===== config.mk =====
export PLATFORM = sky130hd
export DESIGN_NAME = sqrt_u32
export DESIGN_NICKNAME = d
export VERILOG_FILES = /design/src/rtl/sqrt_u32_pkg.sv /design/src/rtl/sqrt_u32_stage.sv /design/src/rtl/sqrt_u32.sv
export SDC_FILE = /design/constraint.sdc
export NUM_CORES = 1
export LEC_CHECK = 0
export CORE_UTILIZATION = 30
export DETAILED_ROUTE_END_ITERATION = 7
export DONT_BUFFER_PORTS = 1
export PLACE_DENSITY = 0.48
export SLEW_MARGIN = 10
export SYNTH_ARGS = -nofsm -noshare
export SYNTH_HDL_FRONTEND = slang
export SYNTH_SLANG_ARGS = --single-unit

===== constraint.sdc =====
create_clock -name clk -period 3.5 [get_ports clk]
set_input_delay 0.35 -clock clk [delete_from_list [all_inputs] [get_ports clk]]
set_output_delay 0.35 -clock clk [all_outputs]
set_load 0.01 [all_outputs]

===== src/rtl/sqrt_u32_pkg.sv =====
// Shared widths and the per-stage pipeline record for the integer square root.
package sqrt_u32_pkg;

  localparam int IN_W   = 32;
  localparam int OUT_W  = 16;
  localparam int STAGES = 16;
  localparam int REM_W  = 18;

  // Everything one pipeline stage hands to the next.
  typedef struct packed {
    logic             vld;
    logic [REM_W-1:0] rem;
    logic [OUT_W-1:0] root;
    logic [IN_W-1:0]  rad;
  } stage_t;

endpackage


===== src/rtl/sqrt_u32_stage.sv =====
// One radix-2 restoring square-root step: resolves one result bit, MSB first.
module sqrt_u32_stage
  import sqrt_u32_pkg::*;
#(
  parameter int IDX = 0
) (
  input  logic   clk,
  input  logic   rst,
  input  stage_t stage_i,
  output stage_t stage_o
);

  // Radicand bit pair consumed by this stage.
  localparam int HI = IN_W - 1 - 2 * IDX;

  stage_t           stage_d;
  stage_t           stage_q;
  logic [REM_W+1:0] acc;
  logic [REM_W+1:0] sub;
  logic [REM_W+1:0] trial;
  logic             neg;
  logic             unused_hi;

  // Trial subtract of (root<<2 | 1) from (rem<<2 | next pair); keep it only when non-negative.
  always_comb begin
    // NOTE: every combinational output gets a default first so no path can infer a latch.
    stage_d      = stage_i;
    acc          = {stage_i.rem, stage_i.rad[HI -: 2]};
    sub          = {2'b00, stage_i.root, 2'b01};
    trial        = acc - sub;
    neg          = trial[REM_W+1];
    stage_d.rem  = neg ? acc[REM_W-1:0] : trial[REM_W-1:0];
    stage_d.root = {stage_i.root[OUT_W-2:0], ~neg};
  end

  // The remainder never exceeds REM_W bits, so these top bits carry no information.
  assign unused_hi = ^{acc[REM_W+1:REM_W], trial[REM_W]};

  // Stage register: advances every cycle, data included; reset clears all fields.
  always_ff @(posedge clk) begin
    // NOTE: sequential state uses non-blocking assignment so every stage samples the pre-edge value.
    if (rst) begin
      // NOTE: data fields are cleared too, so no stale partial result survives a reset.
      stage_q <= '0;
    end else begin
      stage_q <= stage_d;
    end
  end

  assign stage_o = stage_q;

endmodule


===== src/rtl/sqrt_u32.sv =====
// Fully pipelined floor(sqrt(x)) for 32-bit unsigned input; 16-cycle latency, one operand per clock.
module sqrt_u32
  import sqrt_u32_pkg::*;
(
  input  logic              clk,
  input  logic              rst,
  input  logic              vld_in,
  input  logic [IN_W-1:0]   x,
  output logic              vld_out,
  output logic [OUT_W-1:0]  y
);

  stage_t head;
  stage_t pipe [STAGES];
  logic   unused_tail;

  // Seed the pipeline: empty remainder and root, full radicand.
  always_comb begin
    head      = '0;
    head.vld  = vld_in;
    head.rad  = x;
  end

  for (genvar k = 0; k < STAGES; k++) begin : g_stage
    if (k == 0) begin : g_first
      sqrt_u32_stage #(.IDX(k)) u_stage (
        .clk     (clk),
        .rst     (rst),
        .stage_i (head),
        .stage_o (pipe[k])
      );
    end else begin : g_rest
      sqrt_u32_stage #(.IDX(k)) u_stage (
        .clk     (clk),
        .rst     (rst),
        .stage_i (pipe[k-1]),
        .stage_o (pipe[k])
      );
    end
  end

  assign vld_out = pipe[STAGES-1].vld;
  assign y       = pipe[STAGES-1].root;

  // Final remainder and radicand are not exported.
  assign unused_tail = ^{pipe[STAGES-1].rem, pipe[STAGES-1].rad};

endmodule


==> impl_metrics.csv <==
group,metric,value,unit
worst_setup_path,cpPeakStageDelay,0.57,ns
route,via_count,20264,
route,wl_per_cell,13.4,microns
floorplanning,num_rows,108,
synthesis,synth_area,26500,sq um
timing,skew,0.0221,ns
power,power_density,877,nW/um^2
synthesis,yosys.area.top_type,"dfxtp_1",
place,io_buffer_count,0,
power,power.leakage,14.7,nW
clock_network,clk_path_buf_depth,3,
final_layout,num-fill-cells,8713,
synthesis,yosysTopAreaCellShare,0.485,
worst_setup_path,worstSetupPathType,"flop to flop",
floorplanning,ios,52,
worst_setup_path,worstPathArrival,3.78,ns
hold_path,hold_path.class,"input pin to flop",
clock_network,cts.sinks,643,
route,via_per_inst,4.56,
synthesis,synth_area_per_cell,9.35,sq um
timing,setup_tns,0,ns
synthesis,postSynthCellCount,2838,
global_route,grt_pass1_vias,20465,
floorplanning,initial_core_util,0.304,
power,internal_power,19.5,mW
timing,clock.fmax,304,MHz
timing,rsz0062_at_grt,"false",
route,ant_nets,0,
synthesis,yosysSeqAreaShare,0.485,
timing,drv_slew,0,
clock_network,clock-root-buffer,"clkbuf_16",
synthesis,ys_seq_elements,643,
worst_setup_path,worstPathMaxFanout,7,
worst_setup_path,worstPathCellList,"or4_4 > or4b_4 > nor2_4 > and4_1 > or2_1 > mux2i_1 > nor2_1 > dlygate4sd3_1",
timing,setup_violations,0,
worst_setup_path,crit_slowest_cell,"or4_4",
power,seqPwrFrac,0.309,
route,firstDrtPassIters,7,
place,pre_cts_ws,0.510,ns
floorplanning,die_y,299,microns
timing,worstMarginPinSlew,1.10,ns
timing,max_slew_margin,0.269,
timing,fin_crit,3.29,ns
timing,fin_ws,0.214,ns
power,ir_drop,0.000375,V
synthesis,async_flop_share,0,
synthesis,synth_area_leaders,"dfxtp_1 49%, nor2b_1 7.3%, ha_1 6.4%, nor2_1 5.7%, xnor2_1 3.2%",
final_layout,final-seq-area,12900,sq um
clock_network,postCtsSetupBuffers,0,
route,wirelength,59400,microns
synthesis,synth.distinct_cells,86,
power,finalPower,30.1,mW
synthesis,synth-edff-count,0,
route,dr.first_iter.drc_count,970,
global_route,grt_max_degree,467,
place,dp_hpwl,39000,microns
final_layout,drive_gt1_frac,0.0581,
power,comb_power_share,0.438,
floorplanning,design.die.area,89600,sq um
floorplanning,core,87200,sq um
place,gp_congestion,0.825,
worst_setup_path,crit_family,"simple AND/OR/NAND/NOR gates",
timing,hold_viol_final,0,
power,p_clk_frac,0.253,
route,drcViolationCount,0,
worst_setup_path,cp.buffers_inverters,1,
final_layout,multiInputGateArea,12600,sq um
final_layout,nNetsFinal,3408,
global_route,gr-usage-all-layers,0.134,
power,power.switching,10.6,mW
clock_network,cts.clk_slew.worst_paths,0.06,ns
global_route,antenna_found_initial,1,
worst_setup_path,required,4.00,ns
synthesis,synth_fp_nets,3008,
worst_setup_path,crit_path_start_kind,"flop",
timing,period_share,0.939,
clock_network,cts_tree,"done",
global_route,overflow,0,
power,switching_share,0.351,
synthesis,yosysMostFrequentCell,"dfxtp_1",
worst_setup_path,cp-end-kind,"flop",
final_layout,n_antenna_cell,0,
floorplanning,die_w,299,microns
synthesis,synthFlopType,"dfxtp_1",
global_route,grt_pass1_wl,99300,microns
status,status,"complete, no violations",
clock_network,cts_made_buffers,72,
synthesis,synth_common_cells,"643 x dfxtp_1, 406 x nor2_1, 308 x nor2b_1",
job,drv_cap,0,
final_layout,synthToLayoutAreaGrowth,29.3,%
synthesis,synth_warnings,0,
clock_network,clk_latency,0.62,ns
clock_network,htreeDepth,3,
-- worst paths after layout --
path | to | start | slack [ns] | depth (start not counted)
max | g_stage[3].g_rest.u_stage.stage_o[52] | g_stage[2].g_rest.u_stage.stage_o[52] | 0.21 | 8
min | g_stage[7].g_rest.u_stage.stage_o[62] | rst | 0.11 | 2
max reg2reg | g_stage[3].g_rest.u_stage.stage_o[52] | g_stage[2].g_rest.u_stage.stage_o[52] | 0.21 | 8
min reg2reg | g_stage[15].g_rest.u_stage.stage_o[34] | g_stage[14].g_rest.u_stage.stage_o[33] | 0.43 | 2
-- routing by layer --
layer | track usage | vias up | wire length [microns]
li1 | - | 10372 | -
met1 | 0.162 | 9469 | 26900
met2 | 0.230 | 294 | 28300
met3 | 0.0264 | 129 | 2200
met4 | 0.0571 | 0 | 2040
met5 | 0 | - | 0
-- power groups by stage --
stage / combinational [mW] / sequential [mW] / clock, mW
3_5_place_dp: 11.9 / 9.47 / 0
3_3_place_gp: 11.7 / 9.46 / 0
6_report: 13.2 / 9.30 / 7.61
4_1_cts: 13.1 / 9.32 / 7.87
2_1_floorplan: 9.60 / 9.14 / 0
5_1_grt: 14.8 / 9.44 / 8.18
-- sequential cells by signal, indices dropped and copies added (netlist names) --
name / cells
g_stage.g_rest.u_stage.stage_o: 608
g_stage.g_first.u_stage.stage_o: 35
-- through the flow --
step	hold slack (ns)	instance area, sq um	std cells	utilization
floorplan	0.414	26500	2838	-
global placement	0.415	27700	3904	0.318
detailed placement	0.420	27700	3904	0.318
CTS	0.00638	34300	4443	0.393
global route	0.0299	34300	4443	0.394
finish	0.113	34300	4443	0.394
-- logic make-up (layout without fill, tap and decap cells) --
logic type	count (synthesis)	count (layout)	share of synthesized area
AOI/OAI and AO/OA	451	451	0.112
DFF	643	643	0.485
adders and majority gates	135	135	0.0637
and+or+nand+nor	1077	1077	0.209
buffers and inverters	280	730	0.0410
xor gates and xnor gates	152	152	0.0505
other	1	1	0.000141
muxes	99	99	0.0387
-- layout by cell type (no fill, tap or decap), types with 11 or more instances in the layout --
| cell | n |
|---|---|
| a211oi_1 | 36 |
| a21o_1 | 29 |
| a21oi_1 | 129 |
| a31oi_1 | 11 |
| and2_1 | 17 |
| buf_4 | 18 |
| clkbuf_1 | 18 |
| clkbuf_16 | 72 |
| clkbuf_8 | 14 |
| dfxtp_1 | 643 |
| dlygate4sd3_1 | 414 |
| ha_1 | 135 |
| inv_1 | 173 |
| mux2_2 | 28 |
| mux2i_1 | 71 |
| nand2_1 | 80 |
| nand2b_1 | 19 |
| nand3_1 | 43 |
| nand4_1 | 18 |
| nand4b_1 | 13 |
| nor2_1 | 406 |
| nor2b_1 | 308 |
| nor3_1 | 53 |
| nor4_1 | 21 |
| o211ai_1 | 17 |
| o21a_1 | 41 |
| o21ai_0 | 78 |
| o31ai_1 | 13 |
| or3_1 | 31 |
| or4_1 | 21 |
| xnor2_1 | 94 |
| xor2_1 | 53 |
-- area by class of cell --
type,count,share of cell area
clock buffers,104,0.0601
inverters,173,0.0189
flip-flops and latches,643,0.375
repair buffers,433,0.126
multi-input cells,1915,0.368
well taps,1155,0.0421
clock inverters,20,0.00967
-- repair_timing --
action	CTS	global route
hold endpoints to repair	591	0
endpoints found under the setup margin	0	30
gates resized for setup	0	9
hold buffers	415	0
-- worst reg2reg max path: stages (launching register included) --
cell	delay [ns]
dfxtp_1	0.34
or4_4	0.57
or4b_4	0.56
nor2_4	0.14
and4_1	0.36
or2_1	0.38
mux2i_1	0.24
nor2_1	0.05
dlygate4sd3_1	0.54
(Power assumes the default switching activity.)
